[src/rtl/spi_controller.sv]
// SPI mode-0 controller (CPOL=0, CPHA=0), MSB first, one fixed-length frame per start.
// Generates sclk and cs, shifts tx_data out on mosi and captures miso into rx_data.
// All outputs are registered; sclk is a divided copy of the system clock.
//
// Ports:
//   clk, rst   system clock, synchronous active-high reset
//   start      frame request, accepted only while ready=1
//   tx_data    frame to send, captured on the accept cycle
//   ready      idle and able to accept start
//   done       one-cycle pulse at frame end; rx_data valid from this cycle
//   rx_data    last received frame, held until the next done
//   sclk       serial clock, idles low
//   cs         chip select, active low, idles high
//   mosi       serial data out
//   miso       serial data in, asynchronous to clk
module spi_controller #(
  parameter int unsigned data_length = 64,
  parameter int unsigned half_period = 4,
  parameter int unsigned cs_setup    = 2,
  parameter int unsigned cs_hold     = 2
) (
  input  logic                   clk,
  input  logic                   rst,
  input  logic                   start,
  input  logic [data_length-1:0] tx_data,
  output logic                   ready,
  output logic                   done,
  output logic [data_length-1:0] rx_data,
  output logic                   sclk,
  output logic                   cs,
  output logic                   mosi,
  input  logic                   miso
);

  localparam int unsigned MAX_A  = (half_period > cs_setup) ? half_period : cs_setup;
  localparam int unsigned MAX_PH = (MAX_A > cs_hold) ? MAX_A : cs_hold;
  localparam int unsigned PH_W   = $clog2(MAX_PH + 1);
  localparam int unsigned BIT_W  = $clog2(data_length);

  localparam logic [PH_W-1:0]  SETUP_LAST = PH_W'(cs_setup - 1);
  localparam logic [PH_W-1:0]  HP_LAST    = PH_W'(half_period - 1);
  localparam logic [PH_W-1:0]  HOLD_LAST  = PH_W'(cs_hold - 1);
  localparam logic [BIT_W-1:0] BIT_LAST   = BIT_W'(data_length - 1);

  typedef enum logic [2:0] {
    IDLE  = 3'd0,
    SETUP = 3'd1,
    HIGH  = 3'd2,
    LOW   = 3'd3,
    HOLD  = 3'd4,
    GAP   = 3'd5
  } state_t;

  state_t                 state, state_d;
  logic [PH_W-1:0]        phase_cnt, phase_d;
  logic [BIT_W-1:0]       bit_cnt, bit_d;
  logic [data_length-1:0] shift_reg, shift_d;
  logic [data_length-1:0] rx_shift, rx_shift_d;
  logic [data_length-1:0] rx_data_d;
  logic                   mosi_d, done_d, cs_d, sclk_d, ready_d;
  logic                   miso_meta, miso_s;

  // State, datapath and registered outputs
  always_ff @(posedge clk) begin
    if (rst) begin
      state     <= IDLE;
      phase_cnt <= '0;
      bit_cnt   <= '0;
      shift_reg <= '0;
      rx_shift  <= '0;
      rx_data   <= '0;
      mosi      <= 1'b0;
      done      <= 1'b0;
      cs        <= 1'b1;
      sclk      <= 1'b0;
      ready     <= 1'b1;
      miso_meta <= 1'b0;
      miso_s    <= 1'b0;
    end else begin
      state     <= state_d;
      phase_cnt <= phase_d;
      bit_cnt   <= bit_d;
      shift_reg <= shift_d;
      rx_shift  <= rx_shift_d;
      rx_data   <= rx_data_d;
      mosi      <= mosi_d;
      done      <= done_d;
      cs        <= cs_d;
      sclk      <= sclk_d;
      ready     <= ready_d;
      miso_meta <= miso;
      miso_s    <= miso_meta;
    end
  end

  // Next-state and next-output logic; phase_cnt counts cycles spent in the current state
  always_comb begin
    state_d    = state;
    phase_d    = phase_cnt;
    bit_d      = bit_cnt;
    shift_d    = shift_reg;
    rx_shift_d = rx_shift;
    rx_data_d  = rx_data;
    mosi_d     = mosi;
    done_d     = 1'b0;

    unique case (state)
      IDLE: begin
        if (start) begin
          shift_d = tx_data;
          bit_d   = '0;
          mosi_d  = tx_data[data_length-1];
          phase_d = '0;
          state_d = SETUP;
        end
      end
      SETUP: begin
        if (phase_cnt == SETUP_LAST) begin
          phase_d = '0;
          state_d = HIGH;
        end else begin
          phase_d = phase_cnt + PH_W'(1);
        end
      end
      HIGH: begin
        if (phase_cnt == HP_LAST) begin
          // Sample late in the high phase; the synchronised miso has long settled
          rx_shift_d = {rx_shift[data_length-2:0], miso_s};
          phase_d    = '0;
          if (bit_cnt == BIT_LAST) begin
            state_d = HOLD;
          end else begin
            state_d = LOW;
            bit_d   = bit_cnt + BIT_W'(1);
            shift_d = {shift_reg[data_length-2:0], 1'b0};
            mosi_d  = shift_reg[data_length-2];
          end
        end else begin
          phase_d = phase_cnt + PH_W'(1);
        end
      end
      LOW: begin
        if (phase_cnt == HP_LAST) begin
          phase_d = '0;
          state_d = HIGH;
        end else begin
          phase_d = phase_cnt + PH_W'(1);
        end
      end
      HOLD: begin
        if (phase_cnt == HOLD_LAST) begin
          phase_d   = '0;
          state_d   = GAP;
          done_d    = 1'b1;
          rx_data_d = rx_shift;
          mosi_d    = 1'b0;
        end else begin
          phase_d = phase_cnt + PH_W'(1);
        end
      end
      GAP: begin
        if (phase_cnt == HP_LAST) begin
          phase_d = '0;
          state_d = IDLE;
        end else begin
          phase_d = phase_cnt + PH_W'(1);
        end
      end
      default: begin
        phase_d = '0;
        state_d = IDLE;
      end
    endcase

    // Pin levels follow the state being entered so they align with it once registered
    cs_d    = (state_d == IDLE) || (state_d == GAP);
    sclk_d  = (state_d == HIGH);
    ready_d = (state_d == IDLE);
  end

endmodule

[config.mk]
export PLATFORM = sky130hd
export DESIGN_NAME = spi_controller
export DESIGN_NICKNAME = d
export VERILOG_FILES = /design/src/rtl/spi_controller.sv
export SDC_FILE = /design/constraint.sdc
export NUM_CORES = 1
export LEC_CHECK = 0
export ABC_CLOCK_PERIOD_IN_PS = 2100
export BUFFER_PORTS_ARGS = -buffer_cell sky130_fd_sc_hd__buf_2
export CAP_MARGIN = 5
export CORE_UTILIZATION = 45
export DETAILED_ROUTE_END_ITERATION = 8
export GPL_TIMING_DRIVEN = 0
export PLACE_DENSITY = 0.69
export SYNTH_ARGS = -nofsm -noshare
export SYNTH_HDL_FRONTEND = slang
export SYNTH_SLANG_ARGS = --single-unit
[constraint.sdc]
create_clock -name clk -period 2.1 [get_ports clk]
set_input_delay 0.105 -clock clk [delete_from_list [all_inputs] [get_ports clk]]
set_output_delay 0.105 -clock clk [all_outputs]
set_load 0.05 [all_outputs]
==> impl_metrics.toml <==
[finish]
antenna_cells = 0
multiInputGateArea_sq_mm = 0.00392
register_area_sq_mm = 0.00420
final_common_cell = "nand2_1"
final_util = 0.589
fill_cells = 1615
layout-drive-gt1-share = 0.254
stdcell_count = 1429
finalNetCount = 1254
final_cell_mix = "nand2_1, dfxtp_1, buf_2"
area_delta_synth_final_pct = 28.7

[synth]
yosys.area.top_type_share = 0.491
ys_ff_latch = 210
yosysSeqAreaShare = 0.491
synth.area.top_cells = "dfxtp_1, nand2_1, a211oi_2"
synth_edf_count = 0
synth-async-reset-ratio = 0
avgSynthCellArea_sq_um = 8.90
syn_inst = 962
synth-warning-count = 0
synth.distinct_cells = 45
synth_top_area_cell = "dfxtp_1"
synth_area_sq_mm = 0.00856
syn_nets = 1036
synth-main-ff-cell = "dfxtp_1"

[clock_network]
insertion_delay_ns = 0.50
cts_tree = "done"
cts_sinks = 210
post_cts_buffers = 0
cts_root_buffer = "clkbuf_16"
clk_pin_slew_worst_paths_ns = 0.06
htreeDepth = 1
cts_buffers = 22
clockBufferDepth = 3

[power_and_ir_drop]
p_leak_nw = 4.14
swShare = 0.247
ir_drop_v = 0.000546
power_density_mw_per_mm2 = 946
internal_power_mw = 7.85
power_frac_seq = 0.418
power.share.clock = 0.432
combPwrFrac = 0.150
power_switching_mw = 2.57

[grt]
antenna_found_initial = 0
grt_max_degree = 16
grt_pass1_vias = 6985
grt_pass1_wl_um = 33900
grt_overflow = 0
grt_usage = 0.208

[sta]
rsz0062_at_grt = "no"
tightest_slew_ns = 0.708
whs_ns = 0.000810
fmax_mhz = 504
final_max_slew_viol_count = 0
finalSetupViolCount = 0
relSlewSlack = 0.528
period_share = 0.945
skew_ns = 0.00754
fin_setup_tns_ns = 0
fin_crit_ns = 1.98
hold_viol = 0

[die]
coreArea_sq_mm = 0.0187
ios = 137
start_util = 0.458
rows = 50
chipWidth_um = 140
die_area_sq_mm = 0.0196
die_h_um = 140

[placed_design]
gp_congestion = 0.841
placed_cells = 1332
portBuffers = 136
post-dp-hpwl_um = 13300

[job]
drv_cap = 0

[run_status]
status = "finished clean"

[worst_setup_path]
required_ns = 2.45
crit_fanout = 10
end_kind = "flop"
critPathKind = "reg2reg"
critPathLaunchType = "flop"
cp.arrival_ns = 2.34

[worst_hold_path]
hold_path_class = "in2reg"

[routing]
drt_iter0_drc = 478
viasPerCell = 5.07
num_vias = 7242
wirelength_um = 20300
wire_per_inst_um = 14.2
dr.pass1.iters = 5
antenna_left = 0
drc = 0
[final cells by class]
class                           instances  share of cell area
Timing Repair Buffer                  194               0.114
Clock buffer                           30              0.0601
Inverter                                7             0.00239
Multi-Input combinational cell        670               0.356
Tap cell                              234              0.0266
Buffer                                 75              0.0408
Sequential cell                       210               0.382
Clock inverter                          9              0.0179
[cells by family (layout without fill, tap and decap cells)]
kind of cell             after synthesis  after routing  share of synthesized area
XOR/XNOR                               6              6                    0.00614
buffers and inverters                 82            315                     0.0538
multiplexers                          66             66                     0.0775
flip-flops                           210            210                      0.491
AO/OA/AOI/OAI                        219            219                      0.187
adder cells (fa/ha/maj)                6              6                    0.00877
AND/OR/NAND/NOR                      373            373                      0.176
[timing repair]
item | in CTS | in global routing
pin swaps | 0 | 0
setup endpoints to repair | 2 | 108
resized for setup | 1 | 15
hold buffers | 58 | 0
endpoints found under the hold margin | 60 | 0
cloned | 0 | 0
[per-layer routing]
| layer | routed length, um | up-vias | part of all wire | track usage |
|---|---|---|---|---|
| li1 | - | 3685 | - | - |
| met1 | 9640 | 3342 | 0.48 | 0.283 |
| met2 | 9190 | 170 | 0.45 | 0.337 |
| met3 | 872 | 45 | 0.043 | 0.0287 |
| met4 | 555 | 0 | 0.027 | 0.0729 |
| met5 | 0 | - | 0 | 0 |
[through the flow]
step                      cell area (sq um)  setup WS (ns)  power [mW]
after floorplan                        8560          0.201        5.56
after global placement                 9540         0.0455        5.83
after detailed placement               9540         0.0120        5.88
after CTS                             11000         0.0384        10.5
after global routing                  11000        0.00408        10.8
final                                 11000          0.116        10.4
[power by group through the flow]
stage / Clock (mW) / Combinational, mW / Sequential [mW]
floorplan: 0 / 1.08 / 4.47
global placement: 0 / 1.41 / 4.43
detailed placement: 0 / 1.44 / 4.44
CTS: 4.57 / 1.54 / 4.35
global route: 4.77 / 1.69 / 4.38
finish: 4.50 / 1.56 / 4.36
[path summary, 6_finish.rpt]
path / start / slack, ns / cells past startpoint / end
worst max-delay path: phase_cnt[0] / 0.12 / 9 / shift_reg[43]
worst min-delay path: tx_data[55] / 0.0008 / 3 / shift_reg[55]
worst max register to register: phase_cnt[0] / 0.12 / 9 / shift_reg[43]
worst min register to register: miso_s / 0.44 / 2 / rx_shift[0]
[critical path: stages, from the launching register on]
cell and delay [ns]:
dfxtp_1 0.33, ha_2 0.21, ha_2 0.20, mux2_1 0.32, o311a_1 0.15, buf_6 0.14, buf_8 0.15, buf_6 0.14
nor2_1 0.13, a211oi_2 0.06
[synthesized netlist by cell type (6+ instances only)]
cell type  count
buf_4          7
o21ai_0        7
mux2i_1       64
inv_1          7
nand2_1      264
buf_2         32
clkbuf_1      23
ha_1           6
a211oi_2      60
nor2_1        77
nor2b_1        7
dfxtp_1      210
buf_6          8
a21oi_1      134
(Power assumes the default switching activity.)
